--- src/rtl/rr_enc_pkg.sv ---
// Shared types and constants for the 32-to-5 round-robin encoder.
//   WIDTH/IDX_W : request vector width and index width (fixed at 32/5)
//   rr_state_t  : offer FSM states
//   req_vec_t   : 32-bit request/pending vector
//   idx_t       : 5-bit encoded index
package rr_enc_pkg;

    localparam int WIDTH = 32;
    localparam int IDX_W = 5;

    typedef enum logic {
        IDLE  = 1'b0,
        OFFER = 1'b1
    } rr_state_t;

    typedef logic [WIDTH-1:0] req_vec_t;
    typedef logic [IDX_W-1:0] idx_t;

endpackage

--- src/rtl/rr_pick32.sv ---
// Combinational round-robin pick over a 32-bit pending vector.
//   pending : in  - request vector to choose from
//   ptr     : in  - first index eligible in this round
//   idx     : out - lowest pending index >= ptr, else lowest pending overall
//   found   : out - at least one bit of pending is set
module rr_pick32
    import rr_enc_pkg::*;
(
    input  req_vec_t pending,
    input  idx_t     ptr,
    output idx_t     idx,
    output logic     found
);

    req_vec_t mask;
    req_vec_t masked;
    idx_t     masked_idx;
    idx_t     full_idx;

    always_comb begin
        mask       = {WIDTH{1'b1}} << ptr;
        masked     = pending & mask;
        masked_idx = '0;
        full_idx   = '0;
        // Scanning downward leaves the lowest set bit as the final assignment.
        for (int i = WIDTH - 1; i >= 0; i--) begin
            if (masked[i]) begin
                masked_idx = idx_t'(i);
            end
            if (pending[i]) begin
                full_idx = idx_t'(i);
            end
        end
        found = |pending;
        // Nothing at or above ptr: wrap to the lowest pending bit.
        idx   = (|masked) ? masked_idx : full_idx;
    end

endmodule

--- src/rtl/rr_encoder32_5.sv ---
// 32-to-5 round-robin priority encoder with pending register and
// valid/ready output handshake.
//   clk       : in  - rising-edge clock
//   reset_n   : in  - asynchronous active-low reset
//   set       : in  - per-bit requests, OR'd into pending each edge
//   clr_all   : in  - synchronous flush of pending and the offer
//   out_ready : in  - consumer accepts out_idx this cycle
//   out_valid : out - out_idx carries an offered request
//   out_idx   : out - encoded index being offered (held while idle)
//   pending   : out - registered pending vector
//   pend_cnt  : out - popcount of pending (0..32)
//
// state | meaning
// IDLE  | no offer outstanding; picks next index when pending != 0
// OFFER | out_idx presented, waiting for out_ready
module rr_encoder32_5
    import rr_enc_pkg::*;
(
    input  logic               clk,
    input  logic               reset_n,
    input  logic [WIDTH-1:0]   set,
    input  logic               clr_all,
    input  logic               out_ready,
    output logic               out_valid,
    output logic [IDX_W-1:0]   out_idx,
    output logic [WIDTH-1:0]   pending,
    output logic [IDX_W:0]     pend_cnt
);

    rr_state_t    state_q;
    req_vec_t     pending_q;
    req_vec_t     pending_d;
    req_vec_t     clear_mask;
    idx_t         ptr_q;
    idx_t         out_idx_q;
    idx_t         pick_idx;
    logic         pick_found;
    logic         handshake;
    logic [IDX_W:0] cnt;

    rr_pick32 u_pick (
        .pending (pending_q),
        .ptr     (ptr_q),
        .idx     (pick_idx),
        .found   (pick_found)
    );

    assign handshake = (state_q == OFFER) && out_ready && !clr_all;

    always_comb begin
        clear_mask = '0;
        if (handshake) begin
            clear_mask[out_idx_q] = 1'b1;
        end
        // A new set of the bit being retired wins, so it is re-offered later.
        pending_d = clr_all ? '0 : ((pending_q & ~clear_mask) | set);
    end

    always_ff @(posedge clk or negedge reset_n) begin
        if (!reset_n) begin
            state_q   <= IDLE;
            pending_q <= '0;
            ptr_q     <= '0;
            out_idx_q <= '0;
        end else begin
            pending_q <= pending_d;
            if (clr_all) begin
                state_q <= IDLE;
            end else begin
                case (state_q)
                    IDLE: begin
                        if (pick_found) begin
                            out_idx_q <= pick_idx;
                            state_q   <= OFFER;
                        end
                    end
                    OFFER: begin
                        if (out_ready) begin
                            ptr_q   <= out_idx_q + idx_t'(1);
                            state_q <= IDLE;
                        end
                    end
                    default: state_q <= IDLE;
                endcase
            end
        end
    end

    always_comb begin
        cnt = '0;
        for (int i = 0; i < WIDTH; i++) begin
            cnt = cnt + (IDX_W+1)'(pending_q[i]);
        end
    end

    assign out_valid = (state_q == OFFER);
    assign out_idx   = out_idx_q;
    assign pending   = pending_q;
    assign pend_cnt  = cnt;

endmodule

--- config.mk ---
export PLATFORM = sky130hd
export DESIGN_NAME = rr_encoder32_5
export DESIGN_NICKNAME = d
export VERILOG_FILES = /design/src/rtl/rr_enc_pkg.sv /design/src/rtl/rr_pick32.sv /design/src/rtl/rr_encoder32_5.sv
export SDC_FILE = /design/constraint.sdc
export NUM_CORES = 1
export LEC_CHECK = 0
export CORE_MARGIN = 2
export CORE_UTILIZATION = 53
export CTS_BUF_LIST = sky130_fd_sc_hd__clkbuf_16
export DETAILED_ROUTE_END_ITERATION = 8
export PLACE_DENSITY = 0.82
export SLEW_MARGIN = 20
export SYNTH_ARGS = -nofsm -noshare
export SYNTH_HDL_FRONTEND = slang
export SYNTH_SLANG_ARGS = --single-unit
--- constraint.sdc ---
create_clock -name clk -period 7.05 [get_ports clk]
set_clock_uncertainty 0.2 [all_clocks]
set_input_delay 1.41 -clock clk [delete_from_list [all_inputs] [get_ports clk]]
set_output_delay 1.41 -clock clk [all_outputs]
set_load 0.05 [all_outputs]
* Word level (Yosys, flattened, before mapping) *
Cells that the tools add are included.

word-level totals
  bits in registers = 43
  input bits = 36
  output and inout bits = 44
  logic and storage cells = 126

operators by class
  add/sub/neg operators = 32
  order comparisons = 2
  shift-type cells = 1
  mux-type cells = 73
  bitwise gates (word level) = 6
  reductions and logical operators = 8

operators by type and width
  kind                   count
  $mux 5                 65
  $add 6x1->6            26
  $and 32x32->32         2
  $mux 32                2
  $reduce_or 32->1       2
  $not 32->32            1
  $or 32x32->32          1
  $shl 32x5->32 const A  1
  $add 5x1->6            1
  $lt 5x6->1 const B     1
  $reduce_and 3->1       2
  $add 4x1->5            1
  $add 5x1->5 const B    1
  $demux 1 s5            1
  $ge 5x1->1 const B     1
  $add 3x1->4            1
  $mux 1                 4
  $add 2x1->3            1
  $logic_and 1x1->1      3
  $add 1x1->2            1
  $not 1->1              2
  $pmux 1 s2             1
  $logic_not 1->1        1

* Logic depth before layout (Yosys ltp) *
Gate-level depths: netlist of run 1.

  depth after elaboration = 35
  mapped depth = 17
  depth with buffers taken out = 17

* Modules after synthesis *
From an unflattened synthesis of run 1, not the netlist that was laid out.

unflattened totals
  cells, all modules = 494
  area, all modules = 3990.1 um2

modules (own cells, without submodules)
  module          instances  cells an instance  area each (um2)  sequential area each (um2)
  rr_encoder32_5  1          275                2707.6           1076.0
  rr_pick32       1          219                1282.5           0.0

* Least setup slack after synthesis of run 1 *
OpenSTA, ideal clock, no wires.

  path kind = flip-flop to output port
  from = register pending_q[23] (netlist: pending[23])
  to = output pend_cnt[4]
  arrival time = 5.445 ns
  data required time = 5.440 ns
  path slack = -0.005 ns
  stages on the path, launching flop included = 18
  buffers on the path = 0
  path through = dfrtp_1 > inv_1 > fa_1 > fa_1 > inv_1 > fa_1 > inv_1 > fa_1 > fa_1 > fa_1 > inv_1 > ha_1 > inv_1 > fa_1 > inv_1 > a21o_1 > a21oi_1 > xnor2_1

on the way
  word-level cells in the longest chain between the ends = 9

RTL lines
  element                   RTL line              RTL
  start, declared           rr_encoder32_5.sv:31  req_vec_t pending_q;
  start signal, assigned    rr_encoder32_5.sv:66  pending_q <= pending_d;
  $add 6x1->6 (9 in a row)  rr_encoder32_5.sv:92  cnt = cnt + (IDX_W+1)'(pending_q[i]);
  end, declared             rr_encoder32_5.sv:27  output logic [IDX_W:0] pend_cnt

No other way between the ends.

* Worst setup path in the final report of run 1 *
  from = register pending_q[0] (netlist: pending[0])
  to = output pend_cnt[4]

on the way
  word-level cells in the longest chain between the ends = 31

RTL lines
  element                    RTL line
  $add 1x1->2                rr_encoder32_5.sv:92
  $add 2x1->3                rr_encoder32_5.sv:92
  $add 3x1->4                rr_encoder32_5.sv:92
  $add 4x1->5                rr_encoder32_5.sv:92
  $add 5x1->6                rr_encoder32_5.sv:92
  $add 6x1->6 (26 in a row)  rr_encoder32_5.sv:92

No other way between the ends.

==> metrics.md, run 1 <==
| Metric | Value |
|---|---|
| Gp weighted congestion | `1.02` |
| Area leader, netlist | `dfrtp_1` |
| Leakage | `0.00219 uW` |
| Post-synth EDFFs | `0` |
| CTS Sinks | `43` |
| Clock transition at the registers of the reported paths | `70 ps` |
| Final nets | `638` |
| Synth top cells by count | `inv_1, o21ai_0, a21oi_1, dfrtp_1, nand2_1` |
| Clock share of power | `0.104` |
| CTS tree | `done` |
| Share of layout cells above drive strength 1 | `0.0653` |
| Largest net degree at the start of global routing | `44` |
| Drt drc | `0` |
| Die W | `89.9 um` |
| Hold path endpoint | `ptr_q[1]` |
| Hold_sp | `ptr_q[1]` |
| Mapped Area | `3910 um^2` |
| Slew margin rel. | `0.426` |
| Vias | `4220` |
| CP delay by family, top | `adder cells` |
| Hold Fails Final Rpt | `0` |
| WL final | `13.6 mm` |
| Outcome | `complete, no violations` |
| Synth area leaders | `dfrtp_1, fa_1, o21ai_0` |
| DRT antenna net count | `0` |
| FF+latch count, synth | `43` |
| Hold Crit Class | `reg2reg` |
| Tcrit/Tclk final | `0.967` |
| Internal | `1140 uW` |
| I/O Pins | `80` |
| Crit-path max FO | `8` |
| Tmin final | `6820 ps` |
| Cells after DPL | `658` |
| First-pass GRT wire length | `21.4 mm` |
| Core Box Area | `7210 um^2` |
| Vias per cell | `6.34` |
| Final total power | `2610 uW` |
| Count leader, synth | `inv_1` |
| Maxcap violations | `0` |
| Critical-path top delay cell | `fa_1` |
| Synth Instances | `489` |
| Pre-antenna DRT Iters | `6` |
| Reg2reg end | `out_idx[1]` |
| CP startpoint kind | `flip-flop` |
| Wirelength per Cell | `20.5 um` |
| Post-Layout Cell Count | `666` |
| Worst flop-to-flop path startpoint | `ptr_q[4]` |
| Top_reg_cell synth | `dfrtp_1` |
| Reg2Reg Depth | `7` |
| Worst Path Buf+Inv | `5` |
| Total GRT Usage | `0.339` |
| Yosys warns | `0` |
| Switching Share | `0.562` |
| Syn Area/Cell | `7.99 um^2` |
| P_sw | `1460 uW` |
| Area Overhead vs Synth | `28.0%` |
| DP HPWL | `10.3 mm` |
| H-Tree Depth | `2` |
| Comb power frac | `0.743` |
| Die Y | `89.9 um` |
| Starting DRT DRC Count | `564` |
| Max clock buf depth | `2` |
| Final antenna diode count | `0` |
| Number of global-route vias before repair | `4022` |
| Post-synth top area share | `0.275` |
| Fraction of registers with async set/reset | `1.00` |
| Critical path class | `reg2out` |
| Hold path depth | `2` |
| Fin area | `5000 um^2` |
| Critical path endpoint category | `output pin` |
| Reg power frac | `0.153` |
| Net Count, Synth | `561` |
| Arrival time worst endpoint | `5210 ps` |
| Maximum vdd drop | `0.000347 V` |
| WP data required | `5440 ps` |
| Row Count | `31` |
| Worst slew pin tran | `861 ps` |
| Total CTS buffers | `5` |
| Final setup vio count | `0` |
| Root Buffer | `clkbuf_16` |
| Skew-Pair Late Insertion Delay | `290 ps` |
| Fmax | `147 MHz` |
| Initial Util | `0.542` |
| Placed Area | `4830 um^2` |
| Final setup TNS | `0 ps` |
| Initial antenna violation count | `0` |
| GR Overflow Total | `0` |
| CP Cell Sequence | `fa_1 > inv_1 > fa_1 > fa_1 > fa_1 > fa_1 > fa_1 > inv_1 > ha_1 > inv_1 > fa_1 > inv_1 > a21o_1 > a21oi_1 > xnor2_2 > buf_12` |
| Final Max Tran Viols | `0` |
| Cell repeated most along the worst path | `fa_1` |
| Post-synthesis sequential area ratio | `0.275` |
| Distinct cells, synth | `56` |
| Die area | `8080 um^2` |
| Worst path max stage delay | `600 ps` |
| PD cells | `521 nW/um^2` |
| R2R setup slack | `3460 ps` |
| I/O Buffers | `79` |
| Unrepaired setup endpoints after global routing | `no` |
[cell usage in the layout (no fill, tap or decap), drive strengths merged, types with 3 or more instances in the layout]
master / instances
a211oi: 5
a21boi: 6
a21o: 3
a21oi: 46
a22oi: 5
a311oi: 3
a31oi: 8
a41oi: 4
and2: 3
buf: 18
clkbuf: 5
clkdlybuf4s50: 73
dfrtp: 43
fa: 24
ha: 12
inv: 77
nand2: 31
nand3: 14
nand3b: 4
nand4: 9
nor2: 23
nor2b: 7
nor3: 8
nor4: 5
o211ai: 6
o21a: 4
o21ai: 65
o31ai: 5
or3: 3
or4: 8
xnor2: 5
[cell type report]
cell class                      instances  area (um^2)
Multi-Input combinational cell        347         2460
Fill cell                             621         2210
Sequential cell                        43         1080
Timing Repair Buffer                   92          887
Inverter                               77          289
Clock buffer                            5          125
Tap cell                               99          124
Clock inverter                          3         42.5
[how the worst max path moves through the flow]
stage,start,end,slack (ps),depth (start not counted)
finish,pending[0],pend_cnt[4],230,16
global route,pending[17],pend_cnt[4],10,18
detailed placement,pending[0],pend_cnt[5],180,14
CTS,pending[0],pend_cnt[5],170,14
floorplan,pending[23],pend_cnt[2],210,14
global placement,pending[0],pend_cnt[5],340,14
[flip-flops by register name (all words and copies together), names as in the netlist]
name and cells:
pending 32, out_idx 5, ptr_q 5, out_valid 1
[routing by layer]
| metal | track usage | part of all wire | up-vias | wire length [um] |
|---|---|---|---|---|
| met1 | 0.510 | 0.42 | 2004 | 5720 |
| li1 | - | - | 1882 | - |
| met4 | 0.106 | 0.024 | 0 | 326 |
| met2 | 0.487 | 0.44 | 300 | 5990 |
| met5 | 0 | 0 | - | 0 |
| met3 | 0.0746 | 0.12 | 34 | 1600 |
[timing repair]
| item | in CTS | in global routing |
|---|---|---|
| gates resized for setup | 1 | 1 |
| setup endpoints to repair | 1 | 1 |
| hold buffers | 0 | 0 |
| buffers inserted | 0 | 0 |
| pin swaps | 0 | 0 |
[power groups by stage]
stage                     clock network (uW)  logic [uW]  registers (uW)
after floorplan                            0        1310             418
after global placement                     0        1850             397
after detailed placement                   0        1910             398
after CTS                                273        1920             394
after global routing                     282        2070             405
final                                    272        1940             399
[worst register-to-register path: stages, from the launching register on]
cell and delay [ps]:
dfrtp_1 800, clkinv_1 540, o21ai_0 630, a21boi_0 290, o22ai_1 120, a31oi_1 380, a211oi_1 220, o31a_1 310
[kinds of logic (layout without fill, tap and decap cells)]
logic type,count (synthesis),in the layout,share of synthesized area
compound gates,176,176,0.272
xor+xnor,6,6,0.0134
fa+ha+maj,36,36,0.161
buf+inv,99,177,0.0979
flops,43,43,0.275
simple gates,129,129,0.180
[stage by stage]
step	setup slack (ps)	util	hold slack, ps
finish	230	0.694	302
global route	14.1	0.694	337
CTS	166	0.693	290
detailed placement	178	0.670	272
global placement	338	0.670	263
floorplan	208	-	541
Note: power is estimated with default switching activity, not from simulation.
==> inputs of run 2 (changes only) <==
- TNS_END_PERCENT: unset -> 20
==> results of run 2 <==
Same layout as run 1: the final DEF is identical, and so are final timing and power.
